`config.mk`:
```
export PLATFORM = sky130hd
export DESIGN_NAME = ex_shared_unit_arbiter
export DESIGN_NICKNAME = d
export VERILOG_FILES = /design/src/rtl/ex_shared_unit_arbiter.sv
export SDC_FILE = /design/constraint.sdc
export NUM_CORES = 1
export LEC_CHECK = 0
export ABC_CLOCK_PERIOD_IN_PS = 4250
export BUFFER_PORTS_ARGS = -buffer_cell sky130_fd_sc_hd__buf_2
export CAP_MARGIN = 40
export CORE_AREA = 2 2 214 216
export DETAILED_ROUTE_END_ITERATION = 8
export DIE_AREA = 0 0 216 218
export PLACE_DENSITY = 0.43
export SETUP_SLACK_MARGIN = 0.15
export SLEW_MARGIN = 5
export SYNTH_ARGS = -nofsm -noshare
export SYNTH_HDL_FRONTEND = slang
export SYNTH_SLANG_ARGS = --single-unit
```
`constraint.sdc`:
```
create_clock -name clk -period 4.25 [get_ports clk]
set_input_delay 0.425 -clock clk [delete_from_list [all_inputs] [get_ports clk]]
set_output_delay 0.425 -clock clk [all_outputs]
set_load 0.02 [all_outputs]
```
`src/rtl/ex_shared_unit_arbiter.sv`:
```
// -----------------------------------------------------------------------------
// ex_shared_unit_arbiter
//
// Shares one iterative multi-cycle execute unit (MUL/DIV) among NUM_CORES
// cores. Only one transaction is in flight at a time. Each transaction runs
// IDLE -> ISSUE -> WAIT -> RESP -> IDLE:
//   IDLE  : round-robin pick of a requester, accept pulse, latch operands
//   ISSUE : one-cycle launch pulse to the unit
//   WAIT  : wait for the unit's completion pulse and capture its result
//   RESP  : one-cycle response pulse to the granted core
//
// Optional feature (macro ARB_TIMEOUT_EN): a watchdog in WAIT. After
// TIMEOUT_CYCLES WAIT cycles without unit_done the transaction completes with
// rsp_data=0 and rsp_err=1. Without the macro there is no counter, rsp_err is
// tied to 0 and WAIT waits indefinitely.
//
// Ports
//   clk          clock, all logic on rising edge
//   rst_n        synchronous active-low reset
//   req_valid    [NUM_CORES]       per-core request
//   req_ready    [NUM_CORES]       one-hot accept pulse (combinational, IDLE)
//   req_rs1      [NUM_CORES*XLEN]  operand A, core i at [i*XLEN +: XLEN]
//   req_rs2      [NUM_CORES*XLEN]  register operand B
//   req_imm      [NUM_CORES*XLEN]  immediate operand B
//   req_alu_src  [NUM_CORES]       1: operand B = imm, 0: operand B = rs2
//   req_op       [NUM_CORES*OP_W]  unit opcode
//   unit_start   one-cycle launch pulse
//   unit_op      [OP_W]  latched opcode
//   unit_a       [XLEN]  latched operand A
//   unit_b       [XLEN]  latched operand B
//   unit_done    unit completion pulse
//   unit_result  [XLEN]  unit result, valid with unit_done
//   rsp_valid    [NUM_CORES]  one-hot one-cycle response pulse
//   rsp_data     [XLEN]  response data, held until the next response
//   rsp_err      timeout flag, held until the next response
//   busy         high in every state except IDLE
// -----------------------------------------------------------------------------
module ex_shared_unit_arbiter #(
  parameter int NUM_CORES      = 4,
  parameter int XLEN           = 32,
  parameter int OP_W           = 4,
  parameter int TIMEOUT_CYCLES = 64
) (
  input  logic                      clk,
  input  logic                      rst_n,
  input  logic [NUM_CORES-1:0]      req_valid,
  output logic [NUM_CORES-1:0]      req_ready,
  input  logic [NUM_CORES*XLEN-1:0] req_rs1,
  input  logic [NUM_CORES*XLEN-1:0] req_rs2,
  input  logic [NUM_CORES*XLEN-1:0] req_imm,
  input  logic [NUM_CORES-1:0]      req_alu_src,
  input  logic [NUM_CORES*OP_W-1:0] req_op,
  output logic                      unit_start,
  output logic [OP_W-1:0]           unit_op,
  output logic [XLEN-1:0]           unit_a,
  output logic [XLEN-1:0]           unit_b,
  input  logic                      unit_done,
  input  logic [XLEN-1:0]           unit_result,
  output logic [NUM_CORES-1:0]      rsp_valid,
  output logic [XLEN-1:0]           rsp_data,
  output logic                      rsp_err,
  output logic                      busy
);

  localparam int GW = (NUM_CORES > 1) ? $clog2(NUM_CORES) : 1;

  typedef enum logic [1:0] {
    S_IDLE  = 2'd0,
    S_ISSUE = 2'd1,
    S_WAIT  = 2'd2,
    S_RESP  = 2'd3
  } state_t;

  state_t          state_q, state_d;
  logic [GW-1:0]   grant_q;
  logic [GW-1:0]   last_grant_q;

  logic            any_req;
  logic [GW-1:0]   pick;
  logic [XLEN-1:0] pick_rs1;
  logic [XLEN-1:0] pick_b;
  logic [OP_W-1:0] pick_op;

  logic            timeout_hit;

  // ---------------------------------------------------------------------------
  // Round-robin pick: scan upward from last_grant+1, wrapping at NUM_CORES.
  // The first valid index found wins; later hits are ignored.
  // ---------------------------------------------------------------------------
  always_comb begin
    int            idx;
    logic [GW-1:0] cand;
    // NOTE: every variable gets a default before any conditional assignment,
    // so no path leaves it unassigned and no latch is inferred.
    any_req = 1'b0;
    pick    = '0;
    idx     = 0;
    cand    = '0;
    for (int off = 1; off <= NUM_CORES; off++) begin
      idx = int'(last_grant_q) + off;
      if (idx >= NUM_CORES) idx = idx - NUM_CORES;
      cand = GW'(idx);
      if (!any_req && req_valid[cand]) begin
        any_req = 1'b1;
        pick    = cand;
      end
    end
  end

  // Operand selection for the picked core; operand B is built here so the
  // unit only ever sees final operands.
  always_comb begin
    pick_rs1 = req_rs1[pick*XLEN +: XLEN];
    pick_op  = req_op[pick*OP_W +: OP_W];
    pick_b   = req_alu_src[pick] ? req_imm[pick*XLEN +: XLEN]
                                 : req_rs2[pick*XLEN +: XLEN];
  end

  // ---------------------------------------------------------------------------
  // Optional WAIT watchdog
  // ---------------------------------------------------------------------------
`ifdef ARB_TIMEOUT_EN
  localparam int CW = $clog2(TIMEOUT_CYCLES + 1);

  logic [CW-1:0] wait_cnt_q;
  logic          rsp_err_q;

  // wait_cnt_q counts completed WAIT cycles; the cycle holding the value
  // TIMEOUT_CYCLES-1 is the last one allowed.
  always_ff @(posedge clk) begin
    if (!rst_n) begin
      wait_cnt_q <= '0;
    end else if (state_q == S_ISSUE) begin
      wait_cnt_q <= '0;
    end else if (state_q == S_WAIT) begin
      wait_cnt_q <= wait_cnt_q + 1'b1;
    end
  end

  assign timeout_hit = (state_q == S_WAIT) && !unit_done &&
                       (wait_cnt_q == CW'(TIMEOUT_CYCLES - 1));

  always_ff @(posedge clk) begin
    if (!rst_n) begin
      rsp_err_q <= 1'b0;
    end else if (state_q == S_WAIT) begin
      if (unit_done)        rsp_err_q <= 1'b0;
      else if (timeout_hit) rsp_err_q <= 1'b1;
    end
  end

  assign rsp_err = rsp_err_q;
`else
  assign timeout_hit = 1'b0;
  assign rsp_err     = 1'b0;
`endif

  // ---------------------------------------------------------------------------
  // FSM
  // ---------------------------------------------------------------------------
  always_ff @(posedge clk) begin
    // NOTE: sequential state uses non-blocking assignments so every register
    // samples pre-edge values regardless of block ordering.
    if (!rst_n) state_q <= S_IDLE;
    else        state_q <= state_d;
  end

  always_comb begin
    state_d = state_q;
    case (state_q)
      S_IDLE:  if (any_req) state_d = S_ISSUE;
      S_ISSUE: state_d = S_WAIT;  // unit_done is deliberately ignored here
      S_WAIT:  if (unit_done || timeout_hit) state_d = S_RESP;
      S_RESP:  state_d = S_IDLE;
      default: state_d = S_IDLE;
    endcase
  end

  // ---------------------------------------------------------------------------
  // Datapath registers
  // ---------------------------------------------------------------------------
  always_ff @(posedge clk) begin
    // NOTE: datapath registers are reset too, because outputs must read 0
    // straight out of reset rather than holding stale operands.
    if (!rst_n) begin
      grant_q      <= '0;
      last_grant_q <= GW'(NUM_CORES - 1);
      unit_a       <= '0;
      unit_b       <= '0;
      unit_op      <= '0;
      rsp_data     <= '0;
    end else begin
      case (state_q)
        S_IDLE: begin
          if (any_req) begin
            grant_q <= pick;
            unit_a  <= pick_rs1;
            unit_b  <= pick_b;
            unit_op <= pick_op;
          end
        end
        S_WAIT: begin
          if (unit_done)        rsp_data <= unit_result;
          else if (timeout_hit) rsp_data <= '0;
        end
        S_RESP: begin
          last_grant_q <= grant_q;
        end
        default: ;
      endcase
    end
  end

  // ---------------------------------------------------------------------------
  // Outputs
  // ---------------------------------------------------------------------------
  // Accept is combinational in IDLE and masked during reset so all outputs
  // read 0 while rst_n is low.
  always_comb begin
    req_ready = '0;
    if (rst_n && (state_q == S_IDLE) && any_req) req_ready[pick] = 1'b1;
  end

  always_comb begin
    rsp_valid = '0;
    if (state_q == S_RESP) rsp_valid[grant_q] = 1'b1;
  end

  assign unit_start = (state_q == S_ISSUE);
  assign busy       = (state_q != S_IDLE);

endmodule

```
==> reports/qor.txt <==
RUN STATUS
---------------------------------------------------------------------------
Outcome ...................................................... complete, no violations

SYNTH
---------------------------------------------------------------------------
Share of synthesized area occupied by flip-flops and latches .       0.2962
Synthesized netlist net count ................................        1,305
Synth Flop Type .............................................. sky130_fd_sc_hd__dfxtp_1
Post-synthesis register bit count ............................          106
Gate Count Post-Synth ........................................          857
Share of Yosys cell area claimed by the top area cell type ...       0.2962
Average footprint of a synthesized cell ......................    8.358 um2
Number of flops mapped to enable cells by yosys ..............            0
Largest cells by area after synthesis ........................ sky130_fd_sc_hd__dfxtp_1, sky130_fd_sc_hd__mux2_2, sky130_fd_sc_hd__mux2i_1
Most instantiated library cell after synthesis ............... sky130_fd_sc_hd__nand2_1
List of most frequent post-synthesis cells ................... sky130_fd_sc_hd__nand2_1, sky130_fd_sc_hd__dfxtp_1, sky130_fd_sc_hd__mux2_2
Async SR Flop Fraction .......................................            0
Synth warnings ...............................................            0
Netlist area before placement ................................     7163 um2
Distinct cells, synth ........................................           36
Dominant cell type by area after synthesis ................... sky130_fd_sc_hd__dfxtp_1

POWER AND IR DROP
---------------------------------------------------------------------------
Power Dens Cells ............................................. 506.2 nW/um2
Maximum VDD drop .............................................    0.3508 mV
P_leak .......................................................  0.004820 uW

PLACED DESIGN
---------------------------------------------------------------------------
Gpl congestion ...............................................       0.8401
Placed wire-length estimate ..................................    26,390 um
Port bufs ....................................................          552
Number of instances in the placed design .....................        1,938

FLOORPLAN
---------------------------------------------------------------------------
Number of placement rows .....................................           78
Die outline width ............................................       216 um
Num ports ....................................................          554
Initial cell density of the core .............................       0.1596
Die footprint ................................................   47,090 um2
CORE AREA ....................................................   44,890 um2
Vertical die dimension .......................................       218 um

CLOCK TREE
---------------------------------------------------------------------------
Level count of the clock H-tree ..............................            3
CTS clock-pin slew for the worst setup and hold paths ........      0.09 ns
Cell chosen for the clock root ............................... sky130_fd_sc_hd__clkbuf_16
CTS Hold Buffers Added .......................................            0
Number of buffers created by CTS .............................            9
CTS tree .....................................................         done
Post-CTS setup-driven buffer insertion count .................            0
Clk_lat worst skew ...........................................      0.39 ns
Quantity of gates resized following cts ......................            0
CTS max path bufs ............................................            2
Clock net sink count .........................................          106

LAYOUT
---------------------------------------------------------------------------
Share of layout cells above drive strength 1 .................       0.5096
Core Util, Final .............................................       0.2409
Fill cell count ..............................................        5,022
Area growth, synth to finish .................................       50.97%
Final Instance Count excl. Fillers ...........................        1,958
Total area of multi-input combinational cells ................     4624 um2
Post-layout net count ........................................        1,797
Register area ................................................     2122 um2

GLOBAL ROUTE
---------------------------------------------------------------------------
Initial antenna violation count ..............................            5
Vias in the first global route ...............................        8,150
Total grt overflow ...........................................            0
Global-route wire length before repair .......................    48,180 um
Pin count of the biggest net entering global routing .........           89
Total global-route track usage ...............................       0.1340

STA
---------------------------------------------------------------------------
Final number of max-transition violations ....................            0
Final min period .............................................     2.973 ns
Tcrit/Tclk final .............................................       0.6995
Setup repair after global routing missed its margin ..........           no
Accumulated negative setup slack .............................         0 ns
Number of setup violations in the final report ...............            0
Count of endpoints failing hold in the final timing report ...            0
Layout Skew ..................................................  0.007834 ns
Fmax .........................................................   0.3364 GHz
Max-slew headroom at the worst pin ...........................       0.4666
Pin slew with the least headroom to its limit ................    0.8002 ns

DETAILED ROUTING
---------------------------------------------------------------------------
Via count ....................................................        8,343
Number of routed nets with antenna violations ................            0
Drc violations ...............................................            0
Final routed wirelength across all metal layers ..............    33,080 um
Count of TritonRoute iterations in the first routing pass ....            4
Detail-routed net length per standard cell ...................     16.90 um
1st-iter DRT viols ...........................................          379
Met3 WL ......................................................      2596 um
Post-Route M1 WL .............................................    13,580 um
Top Metal Used ...............................................         met5
Vias per Instance ............................................        4.261
Routed length on met2 ........................................    16,050 um

MIN PATH
---------------------------------------------------------------------------
Hold Crit Depth ..............................................            3
Path category of the worst min-delay check ...................       in2reg
Hold EP ......................................................  rsp_data[9]
Beginning of the worst hold path ............................. unit_result[9]

CRITICAL PATH
---------------------------------------------------------------------------
Required time of the worst setup path ........................      4.57 ns
Critical path data arrival time ..............................      3.29 ns
Origin of the critical flop-to-flop path ..................... last_grant_q[0]
Launching element type of the critical path ..................    flip-flop
R2r worst-path depth .........................................            6
Crit Path Class ..............................................      reg2reg
Critical path origin ......................................... last_grant_q[0]
Highest fanout seen on the critical path .....................           32
FF-to-FF End .................................................   unit_b[28]
Critical Path Sink Type ......................................    flip-flop
Worst R2R Setup Slack ........................................      1.28 ns

FLOW RUN
---------------------------------------------------------------------------
Max capacitance violation total ..............................            0

[power breakdown]
group / switching [uW] / internal (uW) / total [uW]
clock: 479 / 476 / 955
combinational: 1870 / 1140 / 3010
sequential: 179 / 1330 / 1510
[flip-flops by register name, summed over array words and instances (netlist names)]
register and flops:
state_q 2, last_grant_q 2, grant_q 2, unit_op 4
unit_a 32, rsp_data 32, unit_b 32
[per-layer routing]
metal  vias to the layer above  global-route usage
met5                         -                   0
met4                         2             0.05479
met3                        38             0.03947
met2                       355              0.2245
met1                      3804              0.1602
li1                       4144                   -
[worst max path at each step]
stage / to / slack (ns) / cells after the start
2_1_floorplan: req_ready[0] / 1.74 / 6
3_3_place_gp: unit_b[17] / 1.12 / 7
3_5_place_dp: unit_b[28] / 1.04 / 7
4_1_cts: unit_b[17] / 1.19 / 6
5_1_grt: unit_b[28] / 0.98 / 6
6_report: unit_b[28] / 1.28 / 6
[layout by cell type, fill, tap and decap left out, drive strengths merged, types with 2 or more instances in the layout]
master / Yosys / routed
o32ai: 2 / 2
nor3b: 2 / 2
a21boi: 33 / 33
ha: 5 / 5
clkbuf: 42 / 9
o22ai: 2 / 2
inv: 8 / 12
mux2i: 67 / 67
a21oi: 40 / 40
nor2b: 3 / 3
and2: 2 / 2
mux2: 101 / 101
o211ai: 66 / 66
o21ai: 68 / 68
diode: 0 / 4
buf: 45 / 568
nand2: 172 / 172
dfxtp: 106 / 106
nor2: 10 / 10
a221oi: 38 / 38
a31oi: 32 / 32
[area by class of cell]
class / count / area share
Antenna cell: 4 / 0.0009256
Clock buffer: 9 / 0.02083
Clock inverter: 7 / 0.008678
Inverter: 8 / 0.002777
Multi-Input combinational cell: 656 / 0.4276
Sequential cell: 106 / 0.1962
Tap cell: 600 / 0.06942
Timing Repair Buffer: 568 / 0.2735
[kinds of logic after synthesis]
kind of cell | after synthesis | synth area share
flops | 106 | 0.2962
other cells | 1 | 0.0005235
fa+ha+maj | 5 | 0.008734
compound gates | 287 | 0.2695
mux | 168 | 0.2541
simple gates | 195 | 0.1080
buf+inv | 95 | 0.06288
[metrics by stage]
| step | total power (uW) | cell area (um2) | setup slack [ns] | hold WS (ns) |
|---|---|---|---|---|
| final | 5474 | 10810 | 1.277 | 0.2718 |
| after global routing | 5895 | 10810 | 0.9790 | 0.2419 |
| after CTS | 5587 | 10800 | 1.187 | 0.2273 |
| after detailed placement | 4580 | 10490 | 1.036 | 0.4547 |
| after global placement | 4525 | 10430 | 1.121 | 0.4489 |
| after floorplan | 3445 | 7163 | 1.738 | 0.4743 |
[critical path: stages, from the launching register on]
cell and delay, ns:
sky130_fd_sc_hd__dfxtp_1 0.44, sky130_fd_sc_hd__and2b_1 0.26, sky130_fd_sc_hd__a221oi_4 0.61, sky130_fd_sc_hd__mux2i_1 0.39
sky130_fd_sc_hd__mux2_2 0.73, sky130_fd_sc_hd__o211ai_1 0.21, sky130_fd_sc_hd__a31oi_1 0.22
Power figures use the tool's default switching activity.
